--- src/rtl/fifo_level.sv ---
// fifo_level: single-clock FIFO with arbitrary depth, first-word-fall-through
// head, registered occupancy count, programmable almost-full/almost-empty
// thresholds and sticky overflow/underflow error flags.
module fifo_level #(
  parameter int DWIDTH   = 8,
  parameter int FDEPTH   = 5,
  parameter int AF_LEVEL = FDEPTH - 1,
  parameter int AE_LEVEL = 1,
  localparam int CWIDTH  = $clog2(FDEPTH + 1)
) (
  input  logic              clk,
  input  logic              rst_n,
  input  logic [DWIDTH-1:0] data_i,
  input  logic              write_i,
  input  logic              read_i,
  input  logic              flush_i,
  output logic [DWIDTH-1:0] data_o,
  output logic              full_o,
  output logic              empty_o,
  output logic              almost_full_o,
  output logic              almost_empty_o,
  output logic [CWIDTH-1:0] count_o,
  output logic              overflow_o,
  output logic              underflow_o
);

  // Pointers only ever hold 0..FDEPTH-1, so clog2(FDEPTH) bits suffice.
  localparam int PWIDTH = $clog2(FDEPTH);

  localparam logic [PWIDTH-1:0] PTR_LAST = PWIDTH'(FDEPTH - 1);
  localparam logic [CWIDTH-1:0] CNT_FULL = CWIDTH'(FDEPTH);
  localparam logic [CWIDTH-1:0] CNT_AF   = CWIDTH'(AF_LEVEL);
  localparam logic [CWIDTH-1:0] CNT_AE   = CWIDTH'(AE_LEVEL);

  // Storage array; deliberately not reset so it maps onto plain memory.
  logic [DWIDTH-1:0] mem [FDEPTH];

  logic [PWIDTH-1:0] rd_ptr_reg, rd_ptr_next;
  logic [PWIDTH-1:0] wr_ptr_reg, wr_ptr_next;
  logic [CWIDTH-1:0] count_reg, count_next;
  logic              full_reg, full_next;
  logic              empty_reg, empty_next;
  logic              af_reg, af_next;
  logic              ae_reg, ae_next;
  logic              ovf_reg, ovf_next;
  logic              udf_reg, udf_next;

  logic rd_acc;
  logic wr_acc;
  logic mem_we;

  // Acceptance: a read needs data; a write needs room, or a same-cycle read
  // that frees the slot (a full FIFO is never empty, so that read is accepted).
  always_comb begin
    rd_acc = read_i && !empty_reg;
    wr_acc = write_i && (!full_reg || read_i);
    mem_we = wr_acc && !flush_i;
  end

  // Next-state: flush overrides traffic; flags are derived from the next count
  // so they are always consistent with count_o in the same cycle.
  always_comb begin
    rd_ptr_next = rd_ptr_reg;
    wr_ptr_next = wr_ptr_reg;
    count_next  = count_reg;
    ovf_next    = ovf_reg;
    udf_next    = udf_reg;

    if (flush_i) begin
      rd_ptr_next = '0;
      wr_ptr_next = '0;
      count_next  = '0;
      ovf_next    = 1'b0;
      udf_next    = 1'b0;
    end else begin
      if (wr_acc) begin
        wr_ptr_next = (wr_ptr_reg == PTR_LAST) ? '0 : wr_ptr_reg + 1'b1;
      end
      if (rd_acc) begin
        rd_ptr_next = (rd_ptr_reg == PTR_LAST) ? '0 : rd_ptr_reg + 1'b1;
      end
      count_next = count_reg + CWIDTH'(wr_acc) - CWIDTH'(rd_acc);
      ovf_next   = ovf_reg || (write_i && !wr_acc);
      udf_next   = udf_reg || (read_i && !rd_acc);
    end

    full_next  = (count_next == CNT_FULL);
    empty_next = (count_next == '0);
    af_next    = (count_next >= CNT_AF);
    ae_next    = (count_next <= CNT_AE);
  end

  // Control state register with asynchronous reset to the empty condition.
  always_ff @(posedge clk or negedge rst_n) begin
    if (!rst_n) begin
      rd_ptr_reg <= '0;
      wr_ptr_reg <= '0;
      count_reg  <= '0;
      full_reg   <= 1'b0;
      empty_reg  <= 1'b1;
      af_reg     <= 1'b0;
      ae_reg     <= 1'b1;
      ovf_reg    <= 1'b0;
      udf_reg    <= 1'b0;
    end else begin
      rd_ptr_reg <= rd_ptr_next;
      wr_ptr_reg <= wr_ptr_next;
      count_reg  <= count_next;
      full_reg   <= full_next;
      empty_reg  <= empty_next;
      af_reg     <= af_next;
      ae_reg     <= ae_next;
      ovf_reg    <= ovf_next;
      udf_reg    <= udf_next;
    end
  end

  // Storage write port; flush suppresses a concurrent write.
  always_ff @(posedge clk) begin
    if (mem_we) begin
      mem[wr_ptr_reg] <= data_i;
    end
  end

  // Head of queue falls through combinationally from the registered pointer.
  always_comb begin
    data_o         = mem[rd_ptr_reg];
    full_o         = full_reg;
    empty_o        = empty_reg;
    almost_full_o  = af_reg;
    almost_empty_o = ae_reg;
    count_o        = count_reg;
    overflow_o     = ovf_reg;
    underflow_o    = udf_reg;
  end

endmodule

--- config.mk ---
export PLATFORM = sky130hd
export DESIGN_NAME = fifo_level
export DESIGN_NICKNAME = d
export VERILOG_FILES = /design/src/rtl/fifo_level.sv
export SDC_FILE = /design/constraint.sdc
export NUM_CORES = 1
export LEC_CHECK = 0
export ABC_AREA = 1
export ABC_CLOCK_PERIOD_IN_PS = 2300
export BUFFER_PORTS_ARGS = -buffer_cell sky130_fd_sc_hd__buf_2
export CORE_MARGIN = 8
export CORE_UTILIZATION = 35
export DETAILED_ROUTE_END_ITERATION = 6
export PLACE_DENSITY_LB_ADDON = 0.1
export RECOVER_POWER = 100
export SYNTH_ARGS = -nofsm -noshare
export SYNTH_HDL_FRONTEND = slang
export SYNTH_SLANG_ARGS = --single-unit
--- constraint.sdc ---
create_clock -name clk -period 2.3 [get_ports clk]
set_input_delay 0.115 -clock clk [delete_from_list [all_inputs] [get_ports clk]]
set_output_delay 0.115 -clock clk [all_outputs]
set_load 0.01 [all_outputs]
==> results of run 1 <==
## critical path, stage by stage, from the launching register on
cell and delay, ns:
dfstp_2 0.55, inv_1 0.04, nand2_1 0.10, inv_1 0.08, ha_1 0.29, inv_1 0.05
ha_1 0.12, inv_1 0.04, fa_1 0.38, nand3b_1 0.19, nand3_2 0.10, nand2_1 0.06
inv_1 0.06
## through the flow
step	instance area, um2	util	setup slack (ns)
after global placement	2754	0.4031	0.1988
after floorplan	2487	-	0.2659
after global routing	2798	0.4095	0.01063
after CTS	2849	0.4170	0.1237
final	2798	0.4095	0.1747
after detailed placement	2754	0.4031	0.1472
## routing by layer
metal / share of wire / track usage / up-vias
met2: 0.49 / 0.1821 / 19
li1: - / - / 866
met5: 0 / 0 / -
met1: 0.46 / 0.1219 / 775
met4: 0.011 / 0.03488 / 0
met3: 0.040 / 0.03253 / 4
## cell type report
class	count	area [um2]	area share
Clock buffer	5	68.82	0.02460
Multi-Input combinational cell	140	674.4	0.2411
Timing Repair Buffer	37	153.9	0.05501
Inverter	54	210.2	0.07513
Tap cell	96	120.1	0.04293
Clock inverter	3	16.27	0.005814
Sequential cell	54	1554	0.5555
## where the power goes
group          switching (W)  total, W  internal, W
combinational       0.000407  0.000622     0.000214
sequential         0.0000790   0.00122      0.00114
clock               0.000308  0.000518     0.000210
total               0.000794   0.00236      0.00157
## cells by family after synthesis
logic type | Yosys count | synth area share
AO/OA/AOI/OAI | 7 | 0.01408
XOR/XNOR | 1 | 0.003522
adder cells (fa/ha/maj) | 7 | 0.03823
buffers and inverters | 60 | 0.1051
flip-flops | 54 | 0.6247
AND/OR/NAND/NOR | 125 | 0.2143
## placed cells by master (no fill, tap or decap)
| cell | count |
|---|---|
| nand3b_1 | 1 |
| buf_2 | 4 |
| nor2_1 | 7 |
| clkbuf_1 | 31 |
| dlygate4sd3_1 | 1 |
| dfrtp_1 | 12 |
| inv_4 | 1 |
| buf_4 | 1 |
| ha_1 | 6 |
| nor2_2 | 1 |
| inv_2 | 1 |
| clkinv_4 | 1 |
| nor3_1 | 2 |
| nand2_1 | 81 |
| nand4_1 | 2 |
| nand2_2 | 7 |
| nand3_2 | 1 |
| fa_1 | 1 |
| dfstp_2 | 2 |
| o21ai_0 | 5 |
| inv_6 | 1 |
| inv_1 | 51 |
| nand3_1 | 23 |
| clkinv_1 | 2 |
| xor2_1 | 1 |
| a21oi_1 | 2 |
| clkbuf_8 | 5 |
| edfxtp_1 | 40 |
## how the worst max path moves through the flow
stage / from / endpoint / slack (ns) / depth (start not counted)
after floorplan: empty_o / empty_o / 0.27 / 12
after global placement: empty_o / empty_o / 0.20 / 12
after detailed placement: empty_o / empty_o / 0.15 / 12
after CTS: empty_o / empty_o / 0.12 / 12
after global routing: empty_o / empty_o / 0.01 / 12
final: empty_o / empty_o / 0.17 / 12
## repair_timing
action	CTS	global route
buffers inserted	0	0
hold buffers	1	0
gates resized for setup	0	2
endpoints found under the hold margin	14	0
setup endpoints to repair	0	2
==> results.md, run 1 <==
* Status: finished clean
* Fin. Hold Viols at 0
* Synth top area cells: edfxtp_1 (48%), nand2_1 (12%), dfrtp_1 (12%)
* Worst Setup Start Kind: flip-flop
* Inserted Clock Buffers at 5
* R2r setup slk at 0.17 ns
* # diodes at 0
* Total Wirelength at 4.987 mm
* Share of the synthesized area in the top cell type at 0.4829
* DRC at 0
* EDFF count, synth at 40
* Vias in the first global route at 1675
* Syn avg cell area at 9.793 um2
* Total power at 0.002361 W
* Syn Std Cell Area at 0.002487 mm2
* Sequential fraction of the synthesis area at 0.6247
* Ys flop type: edfxtp_1
* PwrDens at 843.9 mW/mm2
* Initial drt markers at 72
* Worst-margin pin slew at 0.8014 ns
* Unique masters post-synth at 24
* Critical Path AT at 2.38 ns
* IO Count at 30
* Via count at 1664
* Total GRT Usage at 0.1059
* Slew Limit Headroom at 0.4657
* Hold path startpoint: flush_i
* Clk buf depth at 2
* Cell taking the most area after synthesis: edfxtp_1
* Largest net degree at the start of global routing at 20
* Port Buffers at 29
* Leakage at 1.262 nW
* RSZ-0062 raised after global routing: false
* Synthesized Nets at 274
* Die ar. at 0.01006 mm2
* Setup-failing EPs final at 0
* Critical Path End Type: flip-flop
* First-pass DRT Iterations at 5
* Async S/R FF share, synth at 0.2593
* Max Cap Viol at 0
* F_max at 0.4705 GHz
* Global placer's final weighted congestion at 0.7007
* Clock tree sinks at 54
* FF+latch count, synth at 54
* Non-Filler Instances at 389
* Area Growth Syn to Fin at 12.47%
* Min-Delay Path Depth at 2
* Die Wd at 100.3 um
* Worst-Skew Late Latency at 0.30 ns
* Most frequent cell after synthesis: nand2_1
* Hpwl dp at 3.288 mm
* Setup Skew at 0.004793 ns
* Layout cells sized above 1 at 0.08532
* Worst endpoint required time at 2.55 ns
* R2R cell count at 12
* Initial antenna violation count at 0
* Global-route wire length before repair at 8.176 mm
* H-tree Lvls at 2
* Die height at 100.3 um
* Clock-pin slew of the registers on the worst-case setup and hold paths at 0.10 ns
* Worst reg2reg endpoint: empty_o
* Peak fanout along the critical path at 4
* Ys Warns at 0
* Placed cell count at 380
* Largest register FFs at 40
* Class of the worst hold path: primary input to flip-flop
* Fill cells at 699
* Top cells by count, synth: nand2_1 (81), inv_1 (51), edfxtp_1 (40)
* WL/cell at 12.82 um
* Total Neg Setup Slack at 0 ns
* Peak supply drop at 0.0002494 V
* Clock Tree Root: clkbuf_8
* Core ar. at 0.006832 mm2
* Vias per cell at 4.278
* Mapped Cells at 254
* Crit Path Class: flip-flop to flip-flop
* Starting density of the core at 0.3641
* R2R Path Start: empty_o
* Final antenna-violating net count at 0
* Final Max Tran Viols at 0
* CTS tree: done
* Overflow after GRT at 0
* Fin nets at 312
* Fin crit period at 2.125 ns
* # rows at 30
* Worst hold endpoint: underflow_o
* Final period util at 0.9240
* Hold_ws at 0.03518 ns
Power figures use the tool's default switching activity.
==> run 2, diff against run 1 <==
--- a/config.mk
+++ b/config.mk
@@ -6,11 +6,11 @@
 export NUM_CORES = 1
 export LEC_CHECK = 0
 export ABC_AREA = 1
-export ABC_CLOCK_PERIOD_IN_PS = 2300
-export BUFFER_PORTS_ARGS = -buffer_cell sky130_fd_sc_hd__buf_2
+export ABC_CLOCK_PERIOD_IN_PS = 2000
 export CORE_MARGIN = 8
 export CORE_UTILIZATION = 35
 export DETAILED_ROUTE_END_ITERATION = 6
+export DONT_BUFFER_PORTS = 1
 export PLACE_DENSITY_LB_ADDON = 0.1
 export RECOVER_POWER = 100
 export SYNTH_ARGS = -nofsm -noshare
==> constraint.sdc (replaced) <==
create_clock -name clk -period 2 [get_ports clk]
set_input_delay 0.1 -clock clk [delete_from_list [all_inputs] [get_ports clk]]
set_output_delay 0.1 -clock clk [all_outputs]
set_load 0.01 [all_outputs]
==> results.md, run 2 (synthesis results as in run 1) <==
* Clk buf depth at 2 (unchanged)
* Largest register FFs at 40 (unchanged)
* Most common cell after layout, fill and taps aside: nand2_1
* Clock tree sinks at 54 (unchanged)
* Fin crit period at 1.982 ns (-0.1436 ns)
* CP peak stage delay at 0.39 ns (-0.16 ns)
* Die ar. at 0.01006 mm2 (unchanged)
* # rows at 30 (unchanged)
* F_max at 0.5046 GHz (+7.2%)
* RSZ-0062 raised after global routing: true
* IO Count at 30 (unchanged)
* Global placer's final weighted congestion at 0.7936 (+13%)
* Overflow after GRT at 0 (unchanged)
* Die Wd at 100.3 um (unchanged)
* Core Util, Final at 0.4335 (+0.02399)
* Total Wirelength at 5.217 mm (+4.6%)
* CTS tree: done
* Initial antenna violation count at 0 (unchanged)
* Peak supply drop at 0.0005044 V (+100%)
* Leakage at 1.332 nW (+5.6%)
* Worst-margin pin slew at 0.6919 ns (-0.1095 ns)
* Ordered list of cells on the worst path: inv_2 -> nand2_2 -> buf_4 -> buf_4 -> buf_4 -> buf_4 -> buf_4 -> buf_4 -> buf_4 -> buf_4 -> buf_4 -> buf_4 -> nand2_1 -> nand4_1 -> nand2_1
* Initial drt markers at 49 (-32%)
* Inserted Clock Buffers at 5 (unchanged)
* Final Max Tran Viols at 0 (unchanged)
* Fin. Hold Viols at 0 (unchanged)
* Worst-Skew Late Latency at 0.31 ns (about the same)
* Peak fanout along the critical path at 3 (-1)
* Port Buffers at 0 (-100%)
* Commonest non-fill, non-tap cells in the layout: nand2_1 (80), inv_1 (47), edfxtp_1 (40)
* Vias per cell at 4.302 (+0.56%)
* Total Neg Setup Slack at 0 ns (unchanged)
* Global-route wire length before repair at 8.735 mm (+6.8%)
* CP max stage cell: dfstp_2
* Die height at 100.3 um (unchanged)
* Final antenna-violating net count at 0 (unchanged)
* Setup Skew at 0.006480 ns (+0.001687 ns)
* Status: finished clean
* Critical Path AT at 2.23 ns (-0.15 ns)
* Setup-failing EPs final at 0 (unchanged)
* Largest net degree at the start of global routing at 20 (unchanged)
* Storage cell area at 0.001554 mm2 (unchanged)
* Max Cap Viol at 0 (unchanged)
* Vias in the first global route at 1699 (+1.4%)
* WL/cell at 13.34 um (+4.1%)
* Clock Tree Root: clkbuf_8
* Fin nets at 314 (+0.64%)
* CP most frequent cell: buf_4
* H-tree Lvls at 2 (unchanged)
* Clock-pin slew of the registers on the worst-case setup and hold paths at 0.10 ns (about the same)
* DRC at 0 (unchanged)
* First-pass DRT Iterations at 4 (-1)
* Worst Setup Start Kind: flip-flop
* Hpwl dp at 3.490 mm (+6.1%)
* Crit Path Class: flip-flop to flip-flop
* Slew Limit Headroom at 0.5387 (+0.07302)
* Critical Path End Type: flip-flop
* Total GRT Usage at 0.1124 (+0.006486)
* # diodes at 0 (unchanged)
* Starting density of the core at 0.3641 (unchanged)
* Via count at 1682 (+1.1%)
* Class of the worst hold path: primary input to flip-flop
* Worst Path Buf+Inv at 11 (+6)
* Area of the multi-input gates at 704.4 um2 (+4.5%)
* Top cell family by delay on the critical path: buffers and inverters
* Final period util at 0.9908 (+0.06682)
* PwrDens at 971.7 mW/mm2 (+15%)
* Layout cells sized above 1 at 0.1525 (+0.06722)
* Core ar. at 0.006832 mm2 (unchanged)
* Area Growth Syn to Fin at 19.06%
* Worst endpoint required time at 2.25 ns (-0.30 ns)
* Fill cells at 703 (+0.57%)
==> run 2: layout make-up <==
| type | count | share of cell area |
|---|---|---|
| Clock buffer | 6 | 0.02788 |
| Clock inverter | 2 | 0.004225 |
| Sequential cell | 54 | 0.5247 |
| Inverter | 54 | 0.07098 |
| Tap cell | 96 | 0.04056 |
| Timing Repair Buffer | 39 | 0.09379 |
| Multi-Input combinational cell | 140 | 0.2379 |
==> run 2: metrics by stage <==
stage	power [W]	cells	hold slack [ns]	cell area [um2]	worst slack, ns
after floorplan	0.001957	254	-0.1956	2495	0.003924
after global placement	0.002122	360	-0.1951	2684	-0.004639
after detailed placement	0.002130	360	-0.1951	2684	-0.03256
after CTS	0.002928	391	0.01831	3009	0.01311
after global routing	0.003071	391	0.02178	2962	-0.05084
final	0.002878	391	0.01478	2962	0.01830
==> run 2: final timing paths <==
| kind | start | endpoint | slack [ns] | cells past startpoint |
|---|---|---|---|---|
| worst max-delay path | empty_o | rd_ptr_reg[2] | 0.02 | 15 |
| worst min-delay path | flush_i | wr_ptr_reg[0] | 0.01 | 3 |
| worst max register to register | empty_o | rd_ptr_reg[2] | 0.02 | 15 |
| worst min register to register | wr_ptr_reg[0] | wr_ptr_reg[0] | 0.55 | 2 |
| max in group asynchronous | rst_n | rd_ptr_reg[0] | 1.35 | 1 |
| min in group asynchronous | rst_n | count_o[0] | 0.25 | 1 |
==> run 2: tightest hold or removal path, cell delays in order <==
cell and delay (ns):
inv_2 0.06, nand3_1 0.09, nand2_1 0.05
==> run 2: repair_timing <==
| item | 4_1_cts | 5_1_grt |
|---|---|---|
| gates resized for setup | 8 | 3 |
| setup buffers | 11 | 0 |
| hold buffers | 12 | 0 |
| hold endpoints to repair | 60 | 0 |
| pin swaps | 5 | 4 |
| gates cloned | 0 | 0 |
| endpoints found under the setup margin | 4 | 8 |
==> run 2: layer usage <==
metal,track usage,share of wire,wire [um]
met5,0,0,0
met4,0.03605,0.012,61
met3,0.02907,0.043,223
met2,0.1856,0.49,2544
met1,0.1391,0.46,2387
==> run 2: where the power goes <==
group	switching [W]	leakage (nW)	internal (W)	total, W
Combinational	0.000480	0.743	0.000338	0.000818
Sequential	0.000105	0.545	0.00131	0.00142
Clock	0.000362	0.0434	0.000278	0.000640
==> run 3, diff against run 2 <==
--- a/config.mk
+++ b/config.mk
@@ -7,6 +7,7 @@
 export LEC_CHECK = 0
 export ABC_AREA = 1
 export ABC_CLOCK_PERIOD_IN_PS = 2000
+export CORE_ASPECT_RATIO = 1.25
 export CORE_MARGIN = 8
 export CORE_UTILIZATION = 35
 export DETAILED_ROUTE_END_ITERATION = 6
==> results.md, run 3 (synthesis results as in run 1) <==
* Fin. Hold Viols at 4 (+4)
* Slew Limit Headroom at 0.5680 (+0.02929)
* Cts hold-fix bufs at 11 (-1)
* Worst hold endpoint: count_o[1]
* Peak supply drop at 0.0006534 V (+30%)
* Largest net degree at the start of global routing at 20 (unchanged)
* Worst Setup Start Kind: flip-flop
* Hold path startpoint: flush_i
* Vias in the first global route at 1651 (-2.8%)
* RSZ-0062 raised after global routing: true
* Worst reg2reg endpoint: empty_o
* Clock Tree Root: clkbuf_8
* Status: finished with violations
* Placed cell count at 352 (-2.2%)
* Global placer's final weighted congestion at 0.7468 (-5.9%)
* Core Util, Final at 0.4329 (-0.0006400)
* Starting density of the core at 0.3587 (-0.005387)
* Setup Skew at 0.002808 ns (-0.003673 ns)
* Area Growth Syn to Fin at 20.67%
* M2 GR Usage at 0.1825 (-0.003167)
* GR Util met3 at 0.04404 (+0.01497)
* CTS tree: done
* Clk buf depth at 2 (unchanged)
* Hpwl dp at 3.540 mm (+1.4%)
* # rows at 34 (+13%)
* Fin nets at 311 (-0.96%)
* Fin crit period at 1.995 ns (+0.01365 ns)
* Initial drt markers at 141 (+190%)
* Commonest non-fill, non-tap cells in the layout: nand2_1 (79), inv_1 (47), edfxtp_1 (40)
* Die height at 110.3 um (+9.9%)
* Die Wd at 91.40 um (-8.9%)
* Global Route met1 Usage at 0.1232 (-0.01597)
* Largest register FFs at 40 (unchanged)
* Core ar. at 0.006934 mm2 (+1.5%)
* Worst-Skew Late Latency at 0.31 ns (about the same)
* Worst-margin pin slew at 0.6458 ns (-0.04606 ns)
* Final period util at 0.9977 (+0.006824)
* Layout cells sized above 1 at 0.1918 (+0.03924)
* PwrDens at 1006 mW/mm2 (+3.5%)
* Crit Path Class: flip-flop to flip-flop
* F_max at 0.5012 GHz (-0.68%)
* R2R Path Start: empty_o
* R2R cell count at 12 (-3)
* Final antenna-violating net count at 0 (unchanged)
* IO Count at 30 (unchanged)
* Hold_ws at -0.1648 ns (-0.1796 ns)
* Leakage at 1.373 nW (+3.1%)
* Via count at 1682 (unchanged)
* Non-Filler Instances at 382 (-2.3%)
* Global-route wire length before repair at 8.369 mm (-4.2%)
* Port Buffers at 0 (unchanged)
* Max Cap Viol at 0 (unchanged)
* # diodes at 0 (unchanged)
* Violated checks: hold timing
* Critical Path End Type: flip-flop
* Die ar. at 0.01008 mm2 (+0.17%)
* Clock tree sinks at 54 (unchanged)
* H-tree Lvls at 2 (unchanged)
* Setup-failing EPs final at 0 (unchanged)
* Total Wirelength at 5.332 mm (+2.2%)
* Inserted Clock Buffers at 5 (unchanged)
* Class of the worst hold path: primary input to flip-flop
* Worst endpoint required time at 2.25 ns (about the same)
* Min-Delay Path Depth at 1 (-2)
* R2r setup slk at 0.005 ns (about the same)
* Critical Path AT at 2.25 ns (+0.02 ns)
* Most Used Layer, Global Route: met2
* Vias per cell at 4.403 (+2.4%)
* Total GRT Usage at 0.1098 (-0.002613)
* Most common cell after layout, fill and taps aside: nand2_1
* First-pass DRT Iterations at 4 (unchanged)
* Clock-pin slew of the registers on the worst-case setup and hold paths at 0.10 ns (about the same)
* Overflow after GRT at 0 (unchanged)
* WL/cell at 13.96 um (+4.6%)
* Peak fanout along the critical path at 3 (unchanged)
* DRC at 0 (unchanged)
* Final Max Tran Viols at 0 (unchanged)
* Initial antenna violation count at 0 (unchanged)
run 3: worst max-delay path: stages, from the launching register on:
cell     delay [ns]
dfstp_2        0.55
inv_2          0.04
nand2_2        0.06
inv_2          0.05
ha_4           0.26
inv_2          0.04
ha_4           0.14
inv_2          0.04
fa_2           0.46
nor2_4         0.14
nor2_1         0.05
nand2_1        0.07
inv_1          0.05
run 3: routing by layer:
metal,vias to the layer above,routed length (um)
li1,862,-
met1,772,2259
met2,39,2592
met4,0,106
met5,-,0
met3,9,373
run 3: metrics by stage:
stage | hold WS (ns) | power [W] | area, um2 | setup slack (ns) | setup TNS, ns
after global routing | -0.1914 | 0.003219 | 3002 | -0.06725 | -0.1498
after floorplan | -0.1956 | 0.001957 | 2495 | 0.003924 | 0
after global placement | -0.1951 | 0.002118 | 2661 | 0.008281 | 0
final | -0.1648 | 0.003020 | 3002 | 0.004656 | 0
after detailed placement | -0.1951 | 0.002127 | 2661 | -0.03067 | -0.09129
after CTS | -0.1696 | 0.003012 | 2985 | 0.003360 | 0
run 3: power by group:
group          leakage [nW]  switching (W)  internal, W
clock network        0.0504       0.000361     0.000372
logic                 0.777       0.000498     0.000362
registers             0.545       0.000112      0.00131
total                  1.37       0.000971      0.00205
run 3: layout make-up:
class	count	area (um2)
fillers	690	3933
repair buffers	36	294.0
clock inverters	3	45.04
flip-flops and latches	54	1554
well taps	90	112.6
multi-input cells	140	716.9
inverters	54	210.2
clock buffers	5	68.82
run 3: worst max-delay path by stage:
| stage | start | cells after the start | slack [ns] | to |
|---|---|---|---|---|
| after floorplan | empty_o | 12 | 0.004 | empty_o |
| after global placement | empty_o | 11 | 0.008 | full_o |
| after detailed placement | empty_o | 11 | -0.03 | full_o |
| after CTS | empty_o | 12 | 0.003 | empty_o |
| after global routing | empty_o | 12 | -0.07 | empty_o |
| final | empty_o | 12 | 0.005 | empty_o |
run 3: what timing repair did:
item                                    CTS  global route
hold endpoints to repair                 61             4
endpoints found under the setup margin    4             7
pin swaps                                 4             5
resized for setup                         8             4
buffers inserted                         10             1
